==> src/rtl/imm_encoder_loader.sv <==
// Instruction encoder/loader: packs decoded fields plus immediate into a RISC-V word,
// checks immediate range, and writes the word to consecutive instruction-memory slots.
module imm_encoder_loader #(
  parameter int unsigned ADDR_W = 8
) (
  input  logic              clk,
  input  logic              rst,
  input  logic              clr,
  input  logic              in_valid,
  output logic              in_ready,
  input  logic              RType,
  input  logic [1:0]        ImmSrc,
  input  logic [6:0]        Op,
  input  logic [4:0]        Rd,
  input  logic [4:0]        Rs1,
  input  logic [4:0]        Rs2,
  input  logic [2:0]        Funct3,
  input  logic [6:0]        Funct7,
  input  logic [31:0]       Imm,
  output logic              mem_we,
  output logic [ADDR_W-1:0] mem_addr,
  output logic [31:0]       mem_wdata,
  output logic              range_err,
  output logic              full,
  output logic [ADDR_W:0]   count
);

  localparam int unsigned CW = ADDR_W + 1;
  localparam logic [CW-1:0] CAP = {1'b1, {ADDR_W{1'b0}}};

  typedef enum logic [1:0] {IDLE, ENC, WR, ERR} state_t;

  typedef struct packed {
    logic        rtype;
    logic [1:0]  src;
    logic [6:0]  op;
    logic [4:0]  rd;
    logic [4:0]  rs1;
    logic [4:0]  rs2;
    logic [2:0]  f3;
    logic [6:0]  f7;
    logic [31:0] imm;
  } fields_t;

  state_t              state_q, state_d;
  fields_t             fields_q, fields_d, fields_in;
  logic                ready_d, we_d, err_d, full_d;
  logic [ADDR_W-1:0]   addr_d;
  logic [31:0]         wdata_d;
  logic [CW-1:0]       count_d;
  logic [31:0]         enc_word;
  logic                enc_legal;
  logic                is_u;

  assign fields_in = '{rtype: RType, src: ImmSrc, op: Op, rd: Rd, rs1: Rs1, rs2: Rs2,
                       f3: Funct3, f7: Funct7, imm: Imm};

  assign is_u = (fields_q.op == 7'b0110111) || (fields_q.op == 7'b0010111);

  // Format-specific packing and range check of the latched bundle
  always_comb begin
    enc_word  = '0;
    enc_legal = 1'b0;
    if (fields_q.rtype) begin
      enc_word  = {fields_q.f7, fields_q.rs2, fields_q.rs1, fields_q.f3, fields_q.rd, fields_q.op};
      enc_legal = 1'b1;
    end else begin
      case (fields_q.src)
        2'b00: begin
          enc_word  = {fields_q.imm[11:0], fields_q.rs1, fields_q.f3, fields_q.rd, fields_q.op};
          enc_legal = (&fields_q.imm[31:11]) || !(|fields_q.imm[31:11]);
        end
        2'b01: begin
          enc_word  = {fields_q.imm[11:5], fields_q.rs2, fields_q.rs1, fields_q.f3,
                       fields_q.imm[4:0], fields_q.op};
          enc_legal = (&fields_q.imm[31:11]) || !(|fields_q.imm[31:11]);
        end
        2'b10: begin
          enc_word  = {fields_q.imm[12], fields_q.imm[10:5], fields_q.rs2, fields_q.rs1,
                       fields_q.f3, fields_q.imm[4:1], fields_q.imm[11], fields_q.op};
          enc_legal = ((&fields_q.imm[31:12]) || !(|fields_q.imm[31:12])) && !fields_q.imm[0];
        end
        default: begin
          if (is_u) begin
            enc_word  = {fields_q.imm[31:12], fields_q.rd, fields_q.op};
            enc_legal = !(|fields_q.imm[11:0]);
          end else begin
            enc_word  = {fields_q.imm[20], fields_q.imm[10:1], fields_q.imm[11],
                         fields_q.imm[19:12], fields_q.rd, fields_q.op};
            enc_legal = ((&fields_q.imm[31:20]) || !(|fields_q.imm[31:20])) && !fields_q.imm[0];
          end
        end
      endcase
    end
  end

  // Next state and next output values; clr overrides everything
  always_comb begin
    state_d  = state_q;
    fields_d = fields_q;
    we_d     = 1'b0;
    addr_d   = mem_addr;
    wdata_d  = mem_wdata;
    err_d    = range_err;
    full_d   = full;
    count_d  = count;
    case (state_q)
      IDLE: begin
        if (in_valid && in_ready) begin
          state_d  = ENC;
          fields_d = fields_in;
        end
      end
      ENC: begin
        if (enc_legal) begin
          state_d = WR;
          we_d    = 1'b1;
          wdata_d = enc_word;
        end else begin
          state_d = ERR;
        end
      end
      WR: begin
        state_d = IDLE;
        addr_d  = mem_addr + ADDR_W'(1);
        count_d = count + CW'(1);
        full_d  = (count_d == CAP);
      end
      ERR: begin
        state_d = IDLE;
        err_d   = 1'b1;
      end
      default: state_d = IDLE;
    endcase
    if (clr) begin
      state_d = IDLE;
      we_d    = 1'b0;
      addr_d  = '0;
      wdata_d = '0;
      err_d   = 1'b0;
      full_d  = 1'b0;
      count_d = '0;
    end
    ready_d = (state_d == IDLE) && !full_d;
  end

  always_ff @(posedge clk or negedge rst) begin
    if (!rst) begin
      state_q   <= IDLE;
      fields_q  <= '0;
      in_ready  <= 1'b1;
      mem_we    <= 1'b0;
      mem_addr  <= '0;
      mem_wdata <= '0;
      range_err <= 1'b0;
      full      <= 1'b0;
      count     <= '0;
    end else begin
      state_q   <= state_d;
      fields_q  <= fields_d;
      in_ready  <= ready_d;
      mem_we    <= we_d;
      mem_addr  <= addr_d;
      mem_wdata <= wdata_d;
      range_err <= err_d;
      full      <= full_d;
      count     <= count_d;
    end
  end

endmodule

==> config.mk <==
export PLATFORM = sky130hd
export DESIGN_NAME = imm_encoder_loader
export DESIGN_NICKNAME = d
export VERILOG_FILES = /design/src/rtl/imm_encoder_loader.sv
export SDC_FILE = /design/constraint.sdc
export NUM_CORES = 1
export LEC_CHECK = 0
export BUFFER_PORTS_ARGS = -buffer_cell sky130_fd_sc_hd__buf_2
export CORE_UTILIZATION = 51
export CTS_CLUSTER_DIAMETER = 200
export DETAILED_ROUTE_END_ITERATION = 10
export GPL_TIMING_DRIVEN = 0
export PLACE_DENSITY = 0.75
export SKIP_LAST_GASP = 1
export SLEW_MARGIN = 5
export SYNTH_ARGS = -nofsm -noshare
export SYNTH_HDL_FRONTEND = slang
export SYNTH_SLANG_ARGS = --single-unit
==> constraint.sdc <==
create_clock -name clk -period 5.9 [get_ports clk]
set_input_delay 0 -clock clk [delete_from_list [all_inputs] [get_ports clk]]
set_output_delay 0 -clock clk [all_outputs]
set_load 0.02 [all_outputs]
==> flow_summary.json <==
{
  "status": "finished clean",
  "power.density_nw_per_um2": 363,
  "setup_ws_ns": 3.69,
  "grt_pass1_vias": 4827,
  "postCtsResizedCells": 0,
  "cts_buffers": 17,
  "period_needed_ns": 2.21,
  "routed_wl_mm": 15.5,
  "fin_nets": 767,
  "hold_viol": 0,
  "synth-seq-cells": 122,
  "synth_area_leaders": "dfrtp_1 51%, mux2_2 12%, o2bb2ai_2 7.6%",
  "timing.final.crit_share_pct": 37.5,
  "die_x_um": 110,
  "path_clk_slew_ns": 0.05,
  "worstMarginPinSlew_ns": 0.666,
  "drt_first_pass_iters": 5,
  "path_class": "reg -> reg",
  "grt.overflow.total": 0,
  "place_hpwl_mm": 10.1,
  "ios": 124,
  "num_vias": 4720,
  "synth_top_area_cell": "dfrtp_1",
  "finClkSkew_ns": 0.00928,
  "htree_levels": 4,
  "fin_hold_ws_ns": 0.106,
  "synth_top_area_share_pct": 51.0,
  "synth_nets": 557,
  "io_buffers": 122,
  "grt_pass1_wl_mm": 24.9,
  "drive_gt1_share_pct": 38.7,
  "fmax_mhz": 452,
  "root_buffer": "clkbuf_16",
  "power_mw": 2.93,
  "startpoint_type": "register",
  "drv_cap": 0,
  "maxSlewHeadroom_pct": 55.2,
  "critPathCaptureType": "register",
  "synth.avg_cell_area_um2": 12.3,
  "worstPathArrival_ns": 2.54,
  "syn_to_final_growth_pct": 35.9,
  "viasPerCell": 5.56,
  "ant_nets": 0,
  "cts_tree": "done",
  "rsz0062_at_grt": "no",
  "ir_worst_vdd_v": 0.000233,
  "dpl_cell_area_um2": 6760,
  "layout_commonest_cell": "buf_2",
  "num_antenna_cells": 0,
  "wl_per_cell_um": 18.2,
  "seq_area_frac_synth_pct": 51.5,
  "die_area_um2": 12100,
  "hp-class": "in -> async",
  "r2r_cells": 6,
  "drc_errors": 0,
  "syn_inst": 483,
  "place_inst": 749,
  "start_util_pct": 52.2,
  "netlist_area_um2": 5930,
  "rows": 39,
  "slew_violations": 0,
  "r2r_slack_ns": 3.69,
  "die_h_um": 110,
  "post-route-util_pct": 70.9,
  "fillers": 816,
  "dp_slack_ns": 3.63,
  "power.leakage_nw": 3.82,
  "coreArea_um2": 11400,
  "setup_viol": 0,
  "antenna_found_initial": 0,
  "layout.cells.non_filler": 849,
  "grt.total_usage_pct": 28.1,
  "clkSinkCount": 122,
  "clk_latency_ns": 0.42,
  "place_congestion": 0.920,
  "synth_cell_type_count": 53,
  "cp.required_ns": 6.23,
  "drtIter0Drc": 237,
  "fin_setup_tns_ns": 0,
  "cp_max_fo": 10,
  "fin_area_um2": 8060,
  "synth_warnings": 0,
  "clockBufferDepth": 2,
  "final_cell_mix": "130 x buf_2, 121 x dfrtp_1, 68 x dlygate4sd3_1",
  "grt_max_degree": 71
}
==> state kept, by name, indices dropped and copies added (netlist names) <==
name / cells
mem_wdata: 32
count: 9
full: 1
fields_q: 67
mem_we: 1
state_q: 2
mem_addr: 8
range_err: 1
in_ready: 1
==> where the power goes <==
part | total, mW | switching (mW) | internal, mW
Combinational | 0.678 | 0.348 | 0.330
Clock | 1.08 | 0.356 | 0.729
Sequential | 1.16 | 0.158 | 1.01
Total | 2.93 | 0.862 | 2.07
==> synth_stat cells, drive strengths merged <==
cell type      count
o21ai             18
nor2              29
o311ai             1
dfrtp            121
o21bai             1
a21o               1
o32ai              5
and2b             18
o2bb2ai           32
and2               3
and4               2
o211a              1
a21oi              8
o22ai              3
and3               4
nand3              3
xor2              12
nor3               4
a31oi              2
o2111a             1
nor4               9
o32a               1
inv               12
a211oi             1
a211o              1
buf               17
o31ai              1
xnor2              3
clkdlybuf4s18      1
clkbuf             8
nand2b             2
nand4             12
nor3b              2
and4b              1
mux2i             22
ha                 3
mux2              63
or2                1
dfstp              1
or3                4
o221ai             4
nand2             28
nor2b             17
==> routing by layer <==
layer	track usage, %	routed length [um]
met5	0	0
met4	13.3	474
met3	6.64	871
met2	45.0	7580
met1	35.9	6560
==> worst paths after layout <==
| check | startpoint | end |
|---|---|---|
| max reg2reg | in_ready$_DFF_PN1_ | fields_q[63]$_DFFE_PN0P_ |
| max in group asynchronous | rst | in_ready$_DFF_PN1_ |
| min in group clk | clr | state_q[1]$_DFF_PN0_ |
| min | rst | count[6]$_DFFE_PN0P_ |
| min reg2reg | fields_q[32]$_DFFE_PN0P_ | fields_q[32]$_DFFE_PN0P_ |
| max | in_ready$_DFF_PN1_ | fields_q[63]$_DFFE_PN0P_ |
==> what timing repair did <==
item	in CTS	in global routing
hold buffers	68	0
buffers inserted	0	0
hold endpoints to repair	125	0
==> area by class of cell <==
type	instances	area [um2]	share of cell area [%]
clock buffers	25	515	6.39
clock inverters	7	110	1.37
repair buffers	191	1330	16.4
plain buffers	26	174	2.16
flip-flops and latches	122	3050	37.9
well taps	143	179	2.22
multi-input cells	323	2660	33.0
inverters	12	45.0	0.559
==> cell families (layout without fill, tap and decap cells) <==
logic type	Yosys count	in the layout	synth area share, %
and+or+nand+nor	139	139	12.9
buffers and inverters	38	261	3.69
muxes	85	85	15.7
adders and majority gates	3	3	0.633
xor gates and xnor gates	15	15	2.21
AOI/OAI and AO/OA	81	81	13.5
DFF	122	122	51.5
==> critical path, stage by stage, from the launching register on <==
cell and delay (ns):
dfstp_2 0.53, nand2_1 0.07, nor3_1 0.52, buf_2 0.41, clkbuf_1 0.40, nand2_1 0.10, o21ai_0 0.09
(Power assumes the default switching activity.)
